<file path="src/rtl/tdc_wb_master.sv">
// Wishbone classic-cycle initiator for the opentdc_wb slave port.
// It takes one command at a time (a single write or an incrementing read
// burst), runs one non-pipelined bus beat per response, and aborts a beat
// whose ack never arrives.
module tdc_wb_master #(
  parameter int LEN_W       = 4,
  parameter int TIMEOUT_CYC = 64   // legal range 1..255
) (
  input  logic             wb_clk_i,
  input  logic             wb_rst_i,
  // command stream
  input  logic             cmd_valid_i,
  output logic             cmd_ready_o,
  input  logic             cmd_we_i,
  input  logic [31:0]      cmd_adr_i,
  input  logic [31:0]      cmd_dat_i,
  input  logic [3:0]       cmd_sel_i,
  input  logic [LEN_W-1:0] cmd_len_i,
  // response stream
  output logic             rsp_valid_o,
  input  logic             rsp_ready_i,
  output logic [31:0]      rsp_dat_o,
  output logic             rsp_last_o,
  output logic             rsp_timeout_o,
  // Wishbone master port
  output logic             wbm_cyc_o,
  output logic             wbm_stb_o,
  output logic             wbm_we_o,
  output logic [3:0]       wbm_sel_o,
  output logic [31:0]      wbm_adr_o,
  output logic [31:0]      wbm_dat_o,
  input  logic             wbm_ack_i,
  input  logic [31:0]      wbm_dat_i
);

  typedef enum logic [1:0] {IDLE, BUS, RESP} state_t;

  // The counter compares against the value it holds in the last allowed
  // strobe cycle, so stb stays high for exactly TIMEOUT_CYC cycles.
  localparam logic [7:0] CNT_LAST = 8'(TIMEOUT_CYC - 1);

  state_t           state_q, state_d;
  logic             run_q, run_d;     // keeps cmd_ready low until the first edge after reset
  logic             we_q, we_d;
  logic [31:0]      adr_q, adr_d;
  logic [31:0]      dat_q, dat_d;
  logic [3:0]       sel_q, sel_d;
  logic [LEN_W-1:0] beats_q, beats_d; // beats remaining after the current one
  logic [7:0]       cnt_q, cnt_d;     // strobe cycles spent on the current beat
  logic [31:0]      rdat_q, rdat_d;
  logic             tmo_q, tmo_d;

  logic             rsp_last;

  assign rsp_last = (beats_q == '0) || tmo_q;

  // Next-state and datapath: every beat goes BUS -> RESP, then back to BUS
  // for the next address or to IDLE once the last response is taken.
  always_comb begin
    // NOTE: every _d gets its hold value first so no path through this block
    // can leave a signal unassigned and infer a latch.
    state_d = state_q;
    run_d   = 1'b1;
    we_d    = we_q;
    adr_d   = adr_q;
    dat_d   = dat_q;
    sel_d   = sel_q;
    beats_d = beats_q;
    cnt_d   = cnt_q;
    rdat_d  = rdat_q;
    tmo_d   = tmo_q;

    unique case (state_q)
      IDLE: begin
        if (cmd_valid_i && cmd_ready_o) begin
          we_d    = cmd_we_i;
          adr_d   = cmd_adr_i;
          dat_d   = cmd_we_i ? cmd_dat_i : 32'h0;
          sel_d   = cmd_sel_i;
          beats_d = cmd_we_i ? '0 : cmd_len_i;
          cnt_d   = 8'h0;
          rdat_d  = 32'h0;
          tmo_d   = 1'b0;
          state_d = BUS;
        end
      end
      BUS: begin
        cnt_d = cnt_q + 8'd1;
        // An ack in the same cycle as the limit still completes the beat.
        if (wbm_ack_i) begin
          rdat_d  = we_q ? 32'h0 : wbm_dat_i;
          tmo_d   = 1'b0;
          state_d = RESP;
        end else if (cnt_q == CNT_LAST) begin
          rdat_d  = 32'h0;
          tmo_d   = 1'b1;
          state_d = RESP;
        end
      end
      RESP: begin
        if (rsp_ready_i) begin
          if (rsp_last) begin
            state_d = IDLE;
          end else begin
            adr_d   = adr_q + 32'd4;   // wraps modulo 2^32
            beats_d = beats_q - LEN_W'(1);
            cnt_d   = 8'h0;
            state_d = BUS;
          end
        end
      end
      default: state_d = IDLE;
    endcase
  end

  // State and datapath registers; reset drops the bus and empties the pipeline at once.
  always_ff @(posedge wb_clk_i or posedge wb_rst_i) begin
    // NOTE: registers update with <= so every flop samples the pre-edge
    // values of the others regardless of statement order.
    if (wb_rst_i) begin
      state_q <= IDLE;
      run_q   <= 1'b0;
      we_q    <= 1'b0;
      adr_q   <= 32'h0;
      dat_q   <= 32'h0;
      sel_q   <= 4'h0;
      beats_q <= '0;
      cnt_q   <= 8'h0;
      rdat_q  <= 32'h0;
      tmo_q   <= 1'b0;
    end else begin
      state_q <= state_d;
      run_q   <= run_d;
      we_q    <= we_d;
      adr_q   <= adr_d;
      dat_q   <= dat_d;
      sel_q   <= sel_d;
      beats_q <= beats_d;
      cnt_q   <= cnt_d;
      rdat_q  <= rdat_d;
      tmo_q   <= tmo_d;
    end
  end

  assign cmd_ready_o   = (state_q == IDLE) && run_q;
  assign wbm_cyc_o     = (state_q == BUS);
  assign wbm_stb_o     = (state_q == BUS);
  assign wbm_we_o      = we_q;
  assign wbm_sel_o     = sel_q;
  assign wbm_adr_o     = adr_q;
  assign wbm_dat_o     = dat_q;
  assign rsp_valid_o   = (state_q == RESP);
  assign rsp_dat_o     = (state_q == RESP) ? rdat_q : 32'h0;
  assign rsp_last_o    = (state_q == RESP) && rsp_last;
  assign rsp_timeout_o = (state_q == RESP) && tmo_q;

endmodule

</file>
<file path="config.mk">
export PLATFORM = sky130hd
export DESIGN_NAME = tdc_wb_master
export DESIGN_NICKNAME = d
export VERILOG_FILES = /design/src/rtl/tdc_wb_master.sv
export SDC_FILE = /design/constraint.sdc
export NUM_CORES = 1
export LEC_CHECK = 0
export CAP_MARGIN = 30
export CORE_MARGIN = 8
export CORE_UTILIZATION = 40
export CTS_BUF_LIST = sky130_fd_sc_hd__clkbuf_8
export CTS_CLUSTER_SIZE = 40
export DETAILED_ROUTE_END_ITERATION = 8
export GPL_ROUTABILITY_DRIVEN = 0
export PLACE_DENSITY = 0.82
export SYNTH_ARGS = -nofsm -noshare
export SYNTH_HDL_FRONTEND = slang
export SYNTH_SLANG_ARGS = --single-unit
</file>
<file path="constraint.sdc">
create_clock -name wb_clk_i -period 6.6 [get_ports wb_clk_i]
set_clock_uncertainty 0.2 [all_clocks]
set_input_delay 1.32 -clock wb_clk_i [delete_from_list [all_inputs] [get_ports wb_clk_i]]
set_output_delay 1.32 -clock wb_clk_i [all_outputs]
set_load 0.05 [all_outputs]
</file>
==> results.cfg, run 1 <==
[setup_path]
crit_fanout = 4
worst-r2r-setup-slack_ns = 3.81
crit_path_start_kind = flip-flop
worst-endpoint-arrival_ns = 2.57
worstSetupPathType = flip-flop to primary output
crit_required_ns = 5.08
worstSetupEndpointType = primary output

[status]
status = finished, final reports clean

[sta]
clock.fmax_mhz = 244
timing.slew.headroom_pct = 37.6
layout_worst_path_cycle_share_pct = 62.0
hold_violations = 0
worst-slew-pin-transition_ns = 0.933
final.setup.tns_ns = 0
period_needed_ns = 4.09
rsz0062_at_grt = no
maxSlewViolCount = 0
setup_viol = 0

[grt]
antenna_found_initial = 2
largest_net_degree_at_the_start_of_global_routing = 67
globalRouteTotalUtil_pct = 19.3
globalRouteMet1Util_pct = 23.0
met2_usage_pct = 29.4
global_route_wire_length_before_repair_um = 28000
met3_usage_pct = 9.70
first_global_vias = 5228
grt-busiest-layer = met2
grt_remaining_overflow = 0

[floorplanning]
starting_density_of_the_core_pct = 40.9
floorplan.die.height_um = 135
ios = 217
placeableCoreArea_um2 = 13900
num_rows = 43
fp.dieArea_um2 = 18300
die_x_um = 135

[cells_and_area]
final_layout_size_suffix_gt1_share_pct = 7.70
final_nets = 906
area_growth_syn_to_layout_pct = 49.2
multi_input_area_um2 = 2510
fillCellCount = 1187
antenna_cells = 0
regArea_um2 = 2930
layout.core_utilization_pct = 61.0
layout.cells.non_filler = 985

[power]
power.density_cell_area_nw_per_um2 = 521
ir_drop_mv = 0.245
leakage_nw = 3.56

[cts]
clk_transition_reported_paths_ns = 0.07
clock_path_buffers = 2
ctsRootBufferMaster = clkbuf_8
post_cts_buffers = 0
post_cts_resize_count = 0
numClockSinks = 117
hold_buffers = 0
insertion_delay_ns = 0.43
cts_inserted_buffers = 17
htree_levels = 4
cts_tree = yes

[yosys]
synthMuxAreaShare_pct = 1.92
async_reset_ff_share_pct = 100
syn_inst = 594
ys_types = 56
synth.cells.most_frequent = dfrtp_1, nand2_1, o21ai_0, a21oi_1, and2_1
synth_top_area_cell = dfrtp_1
syn_nets = 707
ys.warnings.count = 0
synth_enable_flop_cells = 0
synth-seq-area-share_pct = 51.6
synth_fa_ha_area_share_pct = 0.661
post_synth_instance_area_um2 = 5680
synth_area_in_compound_gates_pct = 20.1
main_combinational_cell_family_by_area_after_synthesis = simple AND/OR/NAND/NOR gates
netlist.area_leader.share_pct = 51.6
post_synth.cell_area_avg_um2 = 9.55
synth.most_common_cell = dfrtp_1
netlist_top_cells_area = dfrtp_1, nand2_1, a22o_1, o21ai_0, a21oi_1
post_synthesis_share_of_cell_area_spent_on_xor_and_xnor_gates_pct = 0.926
post_synth_and_or_nand_nor_area_fraction_pct = 20.1
synth-seq-cells = 117
yosys_most_used_dff = dfrtp_1

[route]
post-route-drc-count = 0
drt.antenna.violating_nets = 0
wl_per_cell_um = 18.0
detailedRoute.firstIterationViolations = 443
drt_first_pass_iters = 5
wirelength_um = 17700
detail_route.vias_per_cell = 5.34
route.vias.total = 5261

[min_path]
min-delay-path-class = flip-flop to flip-flop

[place]
placed_cells = 954
dp.final_hpwl_um = 12400
port_buffers = 216

[flow_run]
timing.max_cap.violations = 0
==> kinds of logic after synthesis <==
kind of cell / Yosys count
other: 1
multiplexers: 10
adder cells (fa/ha/maj): 3
buffers and inverters: 56
flip-flops: 117
AND/OR/NAND/NOR: 223
XOR/XNOR: 6
AO/OA/AOI/OAI: 178
==> final cells by class <==
cell class              instances  area share, %
repair buffers                225           26.9
clock inverters                11           2.42
flip-flops and latches        117           34.6
clock buffers                  20           3.25
well taps                     180           2.66
multi-input cells             421           29.7
inverters                      11          0.517
==> worst paths after layout <==
| check | start | endpoint | cells after the start |
|---|---|---|---|
| min | wbm_dat_o[9] | wbm_dat_o[9] | 2 |
| min reg2reg | wbm_dat_o[9] | wbm_dat_o[9] | 2 |
| max reg2reg | wbm_adr_o[2] | wbm_adr_o[28] | 6 |
| max in group asynchronous | wb_rst_i | cnt_q[0] | 3 |
| min in group asynchronous | wb_rst_i | rdat_q[13] | 2 |
| max | beats_q[0] | rsp_last_o | 6 |
==> per-stage QoR <==
stage / power, W / worst slack, ns / hold WS, ns / area [µm²]
final: 0.00441 / 2.51 / 0.278 / 8470
after global routing: 0.00466 / 2.32 / 0.301 / 8470
after CTS: 0.00445 / 2.44 / 0.285 / 8470
after detailed placement: 0.00362 / 2.88 / 0.269 / 7990
after global placement: 0.00355 / 2.19 / 0.261 / 7940
after floorplan: 0.00281 / 1.98 / 0.258 / 5680
==> critical path, cell delays in order (launching register included) <==
cell             delay [ns]
dfrtp_1                0.40
inv_1                  0.08
ha_1                   0.19
nor3b_1                0.34
or2_2                  0.21
and2_1                 0.12
clkdlybuf4s50_1        0.80
==> state kept, by name, indices dropped and copies added, names as in the netlist <==
signal     flops
cnt_q          8
wbm_dat_o     32
tmo_q          1
rdat_q        32
state_q        2
wbm_adr_o     32
wbm_sel_o      4
wbm_we_o       1
run_q          1
beats_q        4
==> routing by layer <==
layer	up-vias	routed length [µm]
li1	2519	-
met3	25	2070
met5	-	26
met4	4	266
met2	246	8290
met1	2467	7060
==> placed cells by master (no fill, tap or decap), drive strengths merged, types with 5 or more instances in the layout <==
| cell type | synthesis | layout |
|---|---|---|
| a2bb2oi | 5 | 5 |
| a22o | 33 | 33 |
| o21ai | 52 | 52 |
| nand4 | 15 | 15 |
| nand3 | 14 | 14 |
| buf | 5 | 9 |
| xor2 | 6 | 6 |
| and2 | 38 | 38 |
| nor2 | 28 | 28 |
| clkbuf | 40 | 20 |
| dfrtp | 117 | 117 |
| nand2 | 94 | 94 |
| inv | 10 | 13 |
| bufinv | 0 | 6 |
| clkdlybuf4s50 | 0 | 216 |
| a21oi | 48 | 48 |
| mux2 | 7 | 7 |
| o22ai | 17 | 17 |
| nor4 | 5 | 5 |
==> power by group <==
part | leakage, nW | switching, W | internal [W]
Combinational | 1.83 | 0.00149 | 0.000805
Sequential | 1.48 | 0.000281 | 0.00103
Clock | 0.247 | 0.000290 | 0.000512
No activity file was read; power rests on OpenSTA's default activity.
==> inputs of run 2 (changes only) <==
--- a/config.mk
+++ b/config.mk
@@ -12,7 +12,7 @@
 export CTS_CLUSTER_SIZE = 40
 export DETAILED_ROUTE_END_ITERATION = 8
 export GPL_ROUTABILITY_DRIVEN = 0
-export PLACE_DENSITY = 0.82
+export PLACE_DENSITY = 0.85
 export SYNTH_ARGS = -nofsm -noshare
 export SYNTH_HDL_FRONTEND = slang
 export SYNTH_SLANG_ARGS = --single-unit
==> constraint.sdc (replaced) <==
create_clock -name wb_clk_i -period 3.7 [get_ports wb_clk_i]
set_clock_uncertainty 0.2 [all_clocks]
set_input_delay 0.74 -clock wb_clk_i [delete_from_list [all_inputs] [get_ports wb_clk_i]]
set_output_delay 0.74 -clock wb_clk_i [all_outputs]
set_load 0.05 [all_outputs]
==> results.cfg, run 2 (synthesis results as in run 1) <==
[route]
route.vias.total = 5383
drt_first_pass_iters = 5
wirelength_um = 18100
drt.antenna.violating_nets = 0
detailedRoute.firstIterationViolations = 436
wl_per_cell_um = 18.3
detail_route.vias_per_cell = 5.44
post-route-drc-count = 0

[power]
p_clk_share_pct = 14.1
combPwrFrac_pct = 55.2
power_switching_share_pct = 48.5
sequentialPowerShare_pct = 30.7
power_w = 0.00766
power.density_cell_area_nw_per_um2 = 879
leakage_nw = 3.67
ir_drop_mv = 0.433
p_int_w = 0.00394
p_switching_w = 0.00371

[floorplanning]
placeableCoreArea_um2 = 13900
starting_density_of_the_core_pct = 40.9
die_x_um = 135
floorplan.die.height_um = 135
num_rows = 43
ios = 217
fp.dieArea_um2 = 18300

[cts]
ctsRootBufferMaster = clkbuf_8
cts_tree = yes
clk_transition_reported_paths_ns = 0.07
clock_path_buffers = 2
cts_inserted_buffers = 17
insertion_delay_ns = 0.44
htree_levels = 4
post_cts_buffers = 0
hold_buffers = 0
numClockSinks = 117
post_cts_resize_count = 0

[min_path]
min-delay-path-class = flip-flop to flip-flop
hold-path-cell-count = 2

[cells_and_area]
layout.cells.most_common_list = clkdlybuf4s50_1, dfrtp_1, nand2_1
layout.cells.non_filler = 989
fillCellCount = 1153
multi_input_area_um2 = 2510
final_area_um2 = 8720
final_layout_size_suffix_gt1_share_pct = 12.2
most_common_library_cell_in_the_layout_ignoring_fill_and_taps = clkdlybuf4s50_1
area_growth_syn_to_layout_pct = 53.6
regArea_um2 = 2930
final_nets = 909
antenna_cells = 0

[grt]
antenna_found_initial = 0
globalRouteTotalUtil_pct = 19.6
first_global_vias = 5432
largest_net_degree_at_the_start_of_global_routing = 78
global_route_wire_length_before_repair_um = 28300
grt_remaining_overflow = 0

[sta]
worst-slew-pin-transition_ns = 0.774
hold-worst-slack_ns = 0.278
maxSlewViolCount = 0
period_needed_ns = 3.08
hold_violations = 0
final.setup.tns_ns = 0
layout_worst_path_cycle_share_pct = 83.3
setup_viol = 0
rsz0062_at_grt = no
timing.slew.headroom_pct = 47.9
clock.fmax_mhz = 324

[setup_path]
crit_required_ns = 2.76
crit_path_start_kind = flip-flop
worstSetupEndpointType = primary output
worst-r2r-cell-count = 6
worst-endpoint-arrival_ns = 2.14
crit_fanout = 7
worstSetupPathType = flip-flop to primary output

[place]
port_buffers = 216
dp.final_hpwl_um = 12900
place_area_um2 = 8350
placed_cells = 957

[flow_run]
timing.max_cap.violations = 0

[status]
status = finished, final reports clean
==> run 2: power groups by stage <==
stage / Clock [W] / Combinational (W) / Sequential (W)
after CTS: 0.00111 / 0.00425 / 0.00234
after floorplan: 0 / 0.00153 / 0.00347
after global placement: 0 / 0.00416 / 0.00234
final: 0.00108 / 0.00422 / 0.00235
after global routing: 0.00117 / 0.00448 / 0.00244
after detailed placement: 0 / 0.00424 / 0.00235
==> run 2: final timing paths <==
path,start,end,slack [ns]
max,state_q[1],wbm_stb_o,0.62
min,wbm_dat_o[4],wbm_dat_o[4],0.28
max reg2reg,wbm_adr_o[2],wbm_adr_o[28],0.96
min reg2reg,wbm_dat_o[4],wbm_dat_o[4],0.28
max in group asynchronous,wb_rst_i,wbm_adr_o[27],2.13
min in group asynchronous,wb_rst_i,rdat_q[28],0.51
==> run 2: worst max-delay path, stage by stage (launching register included) <==
cell	delay (ns)
dfrtp_1	0.44
nand2b_1	0.27
inv_1	0.16
clkdlybuf4s50_1	0.83
==> run 2: final cells by class <==
| type | instances | area share [%] |
|---|---|---|
| timing repair buffer | 228 | 30.3 |
| multi-input combinational | 421 | 28.8 |
| sequential | 117 | 33.6 |
| inverter | 11 | 0.517 |
| clock inverter | 12 | 1.03 |
| clock buffer | 20 | 3.16 |
| tap | 180 | 2.58 |
==> run 2: routing by layer <==
| layer | share of wire, % | track usage [%] | vias up |
|---|---|---|---|
| met5 | 0 | 0 | - |
| met4 | 3.0 | 8.82 | 0 |
| met3 | 12 | 10.2 | 39 |
| met2 | 45 | 29.8 | 249 |
| met1 | 40 | 22.7 | 2571 |
| li1 | - | - | 2524 |
==> run 2: stage by stage <==
stage	util [%]	worst slack, ns
after floorplan	-	0.811
after global placement	60.2	0.677
after detailed placement	60.2	0.641
after CTS	62.8	0.578
after global routing	62.8	0.489
final	62.8	0.617
